File: config.mk
export PLATFORM = sky130hd
export DESIGN_NAME = div_unit_flat
export DESIGN_NICKNAME = d
export VERILOG_FILES = /design/src/rtl/div_pkg.sv /design/src/rtl/div_unit_if.sv /design/src/rtl/lzc.sv /design/src/rtl/div_unit.sv /design/src/flat_wrapper.sv
export SDC_FILE = /design/constraint.sdc
export NUM_CORES = 1
export LEC_CHECK = 0
export CAP_MARGIN = 20
export CORE_UTILIZATION = 60
export CTS_CLUSTER_DIAMETER = 200
export DETAILED_ROUTE_END_ITERATION = 16
export DONT_BUFFER_PORTS = 1
export GPL_TIMING_DRIVEN = 0
export PLACE_DENSITY = 0.86
export SLEW_MARGIN = 20
export SYNTH_ARGS = -nofsm -noshare
export SYNTH_HDL_FRONTEND = slang
export SYNTH_SLANG_ARGS = --single-unit
File: constraint.sdc
create_clock -name clk -period 6.8 [get_ports clk]
set_clock_uncertainty 0.05 [all_clocks]
set_input_delay 0.68 -clock clk [delete_from_list [all_inputs] [get_ports clk]]
set_output_delay 0.68 -clock clk [all_outputs]
set_load 0.02 [all_outputs]
File: src/rtl/div_pkg.sv
// Shared definitions for the RV32M iterative divider.
//   - funct3 encodings for DIV / DIVU / REM / REMU
//   - FSM state type
//   - iteration counter width helper
package div_pkg;

   localparam logic [2:0] F3_DIV  = 3'b100;
   localparam logic [2:0] F3_DIVU = 3'b101;
   localparam logic [2:0] F3_REM  = 3'b110;
   localparam logic [2:0] F3_REMU = 3'b111;

   typedef enum logic [1:0] {
      IDLE = 2'd0,
      BUSY = 2'd1,
      DONE = 2'd2
   } div_state_t;

   // Counter must hold the value WIDTH itself, hence WIDTH+1.
   function automatic int cnt_width(input int width);
      return $clog2(width + 1);
   endfunction

endpackage

File: src/rtl/div_unit_if.sv
// Handshake bundle between the EX stage and the divider.
//   master (EX stage) : start, funct3, op_a, op_b, kill, cache_stall
//   slave  (divider)  : div_stall, done, result
interface div_unit_if #(
   parameter int WIDTH = 32
);
   logic             start;
   logic [2:0]       funct3;
   logic [WIDTH-1:0] op_a;
   logic [WIDTH-1:0] op_b;
   logic             kill;
   logic             cache_stall;
   logic             div_stall;
   logic             done;
   logic [WIDTH-1:0] result;

   modport master (
      output start, funct3, op_a, op_b, kill, cache_stall,
      input  div_stall, done, result
   );

   modport slave (
      input  start, funct3, op_a, op_b, kill, cache_stall,
      output div_stall, done, result
   );
endinterface

File: src/rtl/lzc.sv
// Leading-zero counter used by the divider's early-out launch.
//   value : operand to scan (MSB first)
//   count : number of leading zeros, WIDTH when value is 0
module lzc #(
   parameter int WIDTH = 32,
   parameter int CW    = $clog2(WIDTH + 1)
) (
   input  logic [WIDTH-1:0] value,
   output logic [CW-1:0]    count
);

   logic found;

   always_comb begin
      count = CW'(WIDTH);
      found = 1'b0;
      for (int i = WIDTH - 1; i >= 0; i--) begin
         if (!found && value[i]) begin
            count = CW'(WIDTH - 1 - i);
            found = 1'b1;
         end
      end
   end

endmodule

File: src/rtl/div_unit.sv
// Iterative radix-2 restoring divider for RV32M DIV/DIVU/REM/REMU in EX.
//
// Ports:
//   clk  : clock
//   rst  : asynchronous, active-high reset
//   bus  : div_unit_if.slave
//          start/funct3/op_a/op_b : divide request from EX (held while stalled)
//          kill                   : EX flush, aborts any divide
//          cache_stall            : global memory stall, holds DONE
//          div_stall              : EX hold request
//          done/result            : result valid this cycle
//
// Build option: define DIV_EARLY_OUT_EN to skip the dividend's leading
// zeros at launch (shorter latency, identical results).
//
// state | meaning
// ------+-------------------------------------------------------------
// IDLE  | waiting; fast-path results (div by 0, overflow) answered here
// BUSY  | one quotient bit per cycle, count down to 1
// DONE  | result presented; held while cache_stall is high
module div_unit
   import div_pkg::*;
#(
   parameter int WIDTH = 32
) (
   input logic     clk,
   input logic     rst,
   div_unit_if.slave bus
);

   localparam int CW = cnt_width(WIDTH);
   localparam logic [WIDTH-1:0] MIN_NEG = {1'b1, {(WIDTH-1){1'b0}}};

   div_state_t       state;
   logic [CW-1:0]    count;
   logic [WIDTH-1:0] quot;      // dividend shifts out the top, quotient in the bottom
   logic [WIDTH-1:0] divisor;
   logic [WIDTH:0]   rem;
   logic             neg_q;
   logic             neg_r;
   logic             sel_rem;

   logic             go;
   logic             is_signed;
   logic             is_rem;
   logic             sign_a;
   logic             sign_b;
   logic             div0;
   logic             ovf;
   logic             zero_a;
   logic             fast;
   logic             launch;
   logic [WIDTH-1:0] mag_a;
   logic [WIDTH-1:0] mag_b;
   logic [WIDTH-1:0] fast_result;
   logic [WIDTH-1:0] load_dividend;
   logic [CW-1:0]    load_count;
   logic [WIDTH:0]   rem_shift;
   logic [WIDTH+1:0] trial;
   logic [WIDTH-1:0] raw;
   logic             neg_sel;
   logic [WIDTH-1:0] done_result;

   // funct3[2] is set for every M-extension divide; other encodings are ignored.
   assign go        = bus.start & bus.funct3[2] & ~bus.kill & ~rst;
   assign is_signed = ~bus.funct3[0];
   assign is_rem    = bus.funct3[1];
   assign sign_a    = is_signed & bus.op_a[WIDTH-1];
   assign sign_b    = is_signed & bus.op_b[WIDTH-1];
   assign mag_a     = sign_a ? -bus.op_a : bus.op_a;
   assign mag_b     = sign_b ? -bus.op_b : bus.op_b;
   assign div0      = (bus.op_b == '0);
   assign ovf       = is_signed & (bus.op_a == MIN_NEG) & (bus.op_b == '1);

`ifdef DIV_EARLY_OUT_EN
   logic [CW-1:0] lz;

   lzc #(
      .WIDTH (WIDTH),
      .CW    (CW)
   ) u_lzc (
      .value (mag_a),
      .count (lz)
   );

   assign zero_a        = (mag_a == '0);
   assign load_dividend = mag_a << lz;
   assign load_count    = (lz >= CW'(WIDTH)) ? CW'(1) : CW'(WIDTH) - lz;
`else
   assign zero_a        = 1'b0;
   assign load_dividend = mag_a;
   assign load_count    = CW'(WIDTH);
`endif

   assign fast   = (state == IDLE) & go & (div0 | ovf | zero_a);
   assign launch = (state == IDLE) & go & ~(div0 | ovf | zero_a);

   // Priority: divide by zero, then signed overflow, then zero dividend.
   always_comb begin
      fast_result = '0;
      if (div0)
         fast_result = is_rem ? bus.op_a : '1;
      else if (ovf)
         fast_result = is_rem ? '0 : MIN_NEG;
   end

   // Remainder stays below the divisor, so rem[WIDTH] is 0 before the shift
   // and trial[WIDTH+1] is the borrow of the trial subtraction.
   assign rem_shift = {rem[WIDTH-1:0], quot[WIDTH-1]};
   assign trial     = {1'b0, rem_shift} - {2'b00, divisor};

   assign raw         = sel_rem ? rem[WIDTH-1:0] : quot;
   assign neg_sel     = sel_rem ? neg_r : neg_q;
   assign done_result = neg_sel ? -raw : raw;

   always_comb begin
      bus.div_stall = 1'b0;
      bus.done      = 1'b0;
      bus.result    = '0;
      if (!bus.kill && !rst) begin
         if (fast) begin
            bus.done   = 1'b1;
            bus.result = fast_result;
         end else if (launch || state == BUSY) begin
            bus.div_stall = 1'b1;
         end else if (state == DONE) begin
            bus.done   = 1'b1;
            bus.result = done_result;
         end
      end
   end

   always_ff @(posedge clk or posedge rst) begin
      if (rst) begin
         state   <= IDLE;
         count   <= '0;
         quot    <= '0;
         divisor <= '0;
         rem     <= '0;
         neg_q   <= 1'b0;
         neg_r   <= 1'b0;
         sel_rem <= 1'b0;
      end else if (bus.kill) begin
         state   <= IDLE;
         count   <= '0;
         quot    <= '0;
         divisor <= '0;
         rem     <= '0;
         neg_q   <= 1'b0;
         neg_r   <= 1'b0;
         sel_rem <= 1'b0;
      end else begin
         case (state)
            IDLE: begin
               if (launch) begin
                  quot    <= load_dividend;
                  divisor <= mag_b;
                  rem     <= '0;
                  count   <= load_count;
                  neg_q   <= sign_a ^ sign_b;
                  neg_r   <= sign_a;
                  sel_rem <= is_rem;
                  state   <= BUSY;
               end
            end
            BUSY: begin
               if (trial[WIDTH+1]) begin
                  rem  <= rem_shift;
                  quot <= {quot[WIDTH-2:0], 1'b0};
               end else begin
                  rem  <= trial[WIDTH:0];
                  quot <= {quot[WIDTH-2:0], 1'b1};
               end
               count <= count - CW'(1);
               if (count == CW'(1))
                  state <= DONE;
            end
            DONE: begin
               // start is still the same instruction here; never relaunch.
               if (!bus.cache_stall)
                  state <= IDLE;
            end
            default: state <= IDLE;
         endcase
      end
   end

endmodule

File: src/flat_wrapper.sv
// flat-port wrapper written by rule: the top's interface ports become plain ports
module div_unit_flat import div_pkg::*;
#(
   parameter int WIDTH = 32
)
  (clk, rst, bus_start, bus_funct3, bus_op_a, bus_op_b, bus_kill, bus_cache_stall, bus_div_stall, bus_done, bus_result);
  div_unit_if #(.WIDTH(WIDTH)) bus_i ();
  input logic clk;
  input logic rst;
  input wire logic [$bits(bus_i.start)-1:0] bus_start;
  input wire logic [$bits(bus_i.funct3)-1:0] bus_funct3;
  input wire logic [$bits(bus_i.op_a)-1:0] bus_op_a;
  input wire logic [$bits(bus_i.op_b)-1:0] bus_op_b;
  input wire logic [$bits(bus_i.kill)-1:0] bus_kill;
  input wire logic [$bits(bus_i.cache_stall)-1:0] bus_cache_stall;
  output wire logic [$bits(bus_i.div_stall)-1:0] bus_div_stall;
  output wire logic [$bits(bus_i.done)-1:0] bus_done;
  output wire logic [$bits(bus_i.result)-1:0] bus_result;
  assign bus_i.start = bus_start;
  assign bus_i.funct3 = bus_funct3;
  assign bus_i.op_a = bus_op_a;
  assign bus_i.op_b = bus_op_b;
  assign bus_i.kill = bus_kill;
  assign bus_i.cache_stall = bus_cache_stall;
  assign bus_div_stall = bus_i.div_stall;
  assign bus_done = bus_i.done;
  assign bus_result = bus_i.result;
  div_unit #(.WIDTH(WIDTH)) u_core (.clk(clk), .rst(rst), .bus(bus_i));
endmodule
==> flow_metrics.py <==
metrics = {
    "drt": {
        "wl_per_cell_um": 20.0,
        "drc": 0,
        "vias_per_cell": 6.45,
        "antenna_left": 0,
        "dr.pass1.iters": 5,
        "drt-total-wl_mm": 29.7,
        "vias": 9584,
        "drt_iter0_markers": 837,
    },
    "timing": {
        "fin_tns_setup_ns": 0,
        "finalCritPeriodShare_pct": 96.4,
        "max_freq_mhz": 153,
        "rsz0062_at_grt": "false",
        "hold_viol_final": 0,
        "drv_slew": 0,
        "worstMarginPinSlew_ns": 1.05,
        "slew_headroom_pct": 29.5,
        "period_needed_ns": 6.55,
        "post-route-worst-setup-slack_ns": 0.245,
        "setup_violations": 0,
    },
    "yosys": {
        "synth_edf_count": 0,
        "synth_fa_ha_area_share_pct": 5.09,
        "ys.flop_type": "dfrtp_1",
        "synthDistinctLibCells": 68,
        "yosys_warnings": 0,
        "syn_area_per_cell_um2": 7.76,
        "synth-seq-cells": 107,
        "synth_top_family_by_area": "compound AO/OA/AOI/OAI gates",
        "syn_nets": 1366,
        "synth_mux_area_share_pct": 3.97,
        "ys_async_sr_fraction_pct": 100,
        "synthXorXnorAreaFrac_pct": 10.3,
        "synth-simple-area-share_pct": 21.8,
        "syn_area_um2": 9740,
        "synth_compound_area_share_pct": 25.5,
        "seq_area_frac_synth_pct": 27.5,
        "synthCells": 1255,
    },
    "setup_path": {
        "worst-path-max-fanout": 10,
        "endpoint": "bus_result[20]",
        "critPathArrivalTime_ns": 5.82,
        "critPathCaptureType": "output port",
        "r2r_end": "u_core.rem[27]",
        "required_ns": 6.07,
        "r2r_slack_ns": 2.20,
        "path_class": "register to output port",
        "crit_start": "u_core.sel_rem",
        "reg2reg_from": "u_core.rem[0]",
        "timing.reg2reg.worst_path_depth": 12,
        "worstSetupStartpointType": "register",
    },
    "global_routing": {
        "antenna_found_initial": 0,
        "grt_max_degree": 60,
        "gr-total-overflow": 0,
        "grt_pass1_vias": 9048,
        "grt_pass1_wl_mm": 45.9,
        "groute.usage.overall_pct": 35.7,
    },
    "finish": {
        "ff_latch_area_um2": 2680,
        "final_cell_mix": "nand2_1 (150), o21ai_0 (133), a21oi_1 (109)",
        "stdcell_count": 1487,
        "final_util_pct": 65.0,
        "final_layout_size_suffix_gt1_share_pct": 4.80,
        "syn_to_final_growth_pct": 6.00,
        "nNetsFinal": 1378,
        "diodes": 0,
        "fillers": 1459,
        "layout_commonest_cell": "nand2_1",
        "multi_input_area_um2": 6510,
    },
    "cts": {
        "root_buffer": "clkbuf_16",
        "h-tree-depth": 3,
        "hold_buffers": 0,
        "clk_pin_slew_worst_paths_ns": 0.08,
        "clk_latency_ns": 0.36,
        "cts.repair.resized": 0,
        "cts_buffers": 9,
        "cts_max_path_buffers": 2,
        "numClockSinks": 107,
        "post_cts_buffers": 0,
        "cts_tree": "done",
    },
    "placement": {
        "place_ws_ns": 0.821,
        "place_inst": 1472,
        "io_buffers": 0,
        "gp_congestion": 1.02,
        "place_hpwl_mm": 23.7,
    },
    "floorplanning": {
        "start_util_pct": 61.3,
        "core-area_um2": 15900,
        "dieWidth_um": 129,
        "dieArea_um2": 16700,
        "die_h_um": 129,
        "rows": 46,
        "io_pins": 106,
    },
    "job": {
        "maxCapViolCount": 0,
    },
    "power_and_ir_drop": {
        "ir_drop_mv": 0.267,
        "power.leakage_nw": 4.10,
        "power.density_nw_per_um2": 349,
    },
    "worst_hold_path": {
        "min_path_type": "input port to async pin",
    },
    "run_status": {
        "status": "finished, final reports clean",
    },
}
## through the flow
stage | hold WS (ns) | power (mW) | cell area [um^2]
2_1_floorplan | 0.418 | 2.50 | 9740
3_3_place_gp | 0.434 | 3.01 | 10000
3_5_place_dp | 0.438 | 3.04 | 10000
4_1_cts | 0.170 | 3.55 | 10300
5_1_grt | 0.188 | 3.86 | 10300
6_report | 0.158 | 3.60 | 10300
## Yosys cell counts (5+ instances only)
cell type | number | area [um^2]
mux2_2 | 5 | 56.3
nor4_1 | 10 | 62.6
nand2_1 | 150 | 563
dfrtp_1 | 107 | 2680
or4_1 | 10 | 75.1
nor3_1 | 29 | 145
xor2_1 | 68 | 596
nor2_1 | 83 | 312
buf_2 | 15 | 75.1
ha_1 | 38 | 475
o21bai_1 | 5 | 37.5
inv_1 | 53 | 199
nand2b_1 | 8 | 50.1
o41ai_1 | 6 | 52.6
clkbuf_1 | 48 | 180
o21ai_1 | 11 | 55.1
nand3_1 | 14 | 70.1
a21oi_1 | 109 | 546
o211ai_1 | 22 | 165
o21ai_0 | 133 | 666
a21o_1 | 14 | 105
a31oi_1 | 9 | 56.3
buf_6 | 7 | 78.8
or3_1 | 20 | 125
mux2i_1 | 33 | 330
xnor2_1 | 47 | 412
nand3b_1 | 35 | 263
nand4_1 | 19 | 119
nor3b_1 | 10 | 75.1
o31ai_1 | 44 | 330
a22o_1 | 25 | 219
o21a_1 | 6 | 45.0
nor2b_1 | 10 | 62.6
## logic make-up (layout without fill, tap and decap cells)
group,after synthesis,after routing
compound gates,407,407
fa+ha+maj,39,39
xor+xnor,115,115
simple gates,422,422
mux,38,38
flops,107,107
buf+inv,127,143
## how the worst min path moves through the flow
stage	start	to	depth (start not counted)
2_1_floorplan	u_core.quot[21]	u_core.quot[21]	2
3_3_place_gp	u_core.quot[21]	u_core.quot[21]	2
3_5_place_dp	u_core.quot[21]	u_core.quot[21]	2
4_1_cts	rst	u_core.quot[22]	1
5_1_grt	rst	u_core.state[1]	1
6_report	rst	u_core.count[0]	1
## power by group
part | total (mW) | switching (mW) | internal, mW | leakage [nW]
Combinational | 2.26 | 1.41 | 0.851 | 2.52
Clock | 0.513 | 0.262 | 0.251 | 0.129
Sequential | 0.828 | 0.116 | 0.712 | 1.45
Total | 3.60 | 1.79 | 1.81 | 4.10
## registers in the layout, summed over array words and instances (netlist names)
register        cells
u_core.count        6
u_core.divisor     32
u_core.neg_q        1
u_core.neg_r        1
u_core.quot        32
u_core.rem         32
u_core.sel_rem      1
u_core.state        2
## per-layer routing
metal  up-vias  share of wire, %  track usage (%)
li1       4546                 -                -
met1      4517                44             46.5
met2       460                46             60.4
met5         -                 0                0
met3        61               7.0             4.05
met4         0               3.0             14.7
## worst max-delay path, cell delays in order (launching register included)
cell      delay [ns]
dfrtp_1         0.33
buf_2           0.21
clkbuf_1        0.45
buf_2           0.40
buf_1           0.55
clkbuf_1        0.60
buf_2           0.49
mux2i_1         0.31
ha_1            0.21
o21ai_0         0.21
or3_1           0.48
nor2_1          0.35
a31oi_1         0.16
xnor2_1         0.21
nand2_1         0.09
a21oi_1         0.39
## final cells by class
cell class,count,share of cell area (%)
Buffer,74,3.46
Clock buffer,9,2.18
Clock inverter,6,0.485
Inverter,53,1.98
Multi-Input combinational cell,1021,63.1
Sequential cell,107,25.9
Tap cell,216,2.62
Timing Repair Buffer,1,0.267
No activity file was read; power rests on OpenSTA's default activity.
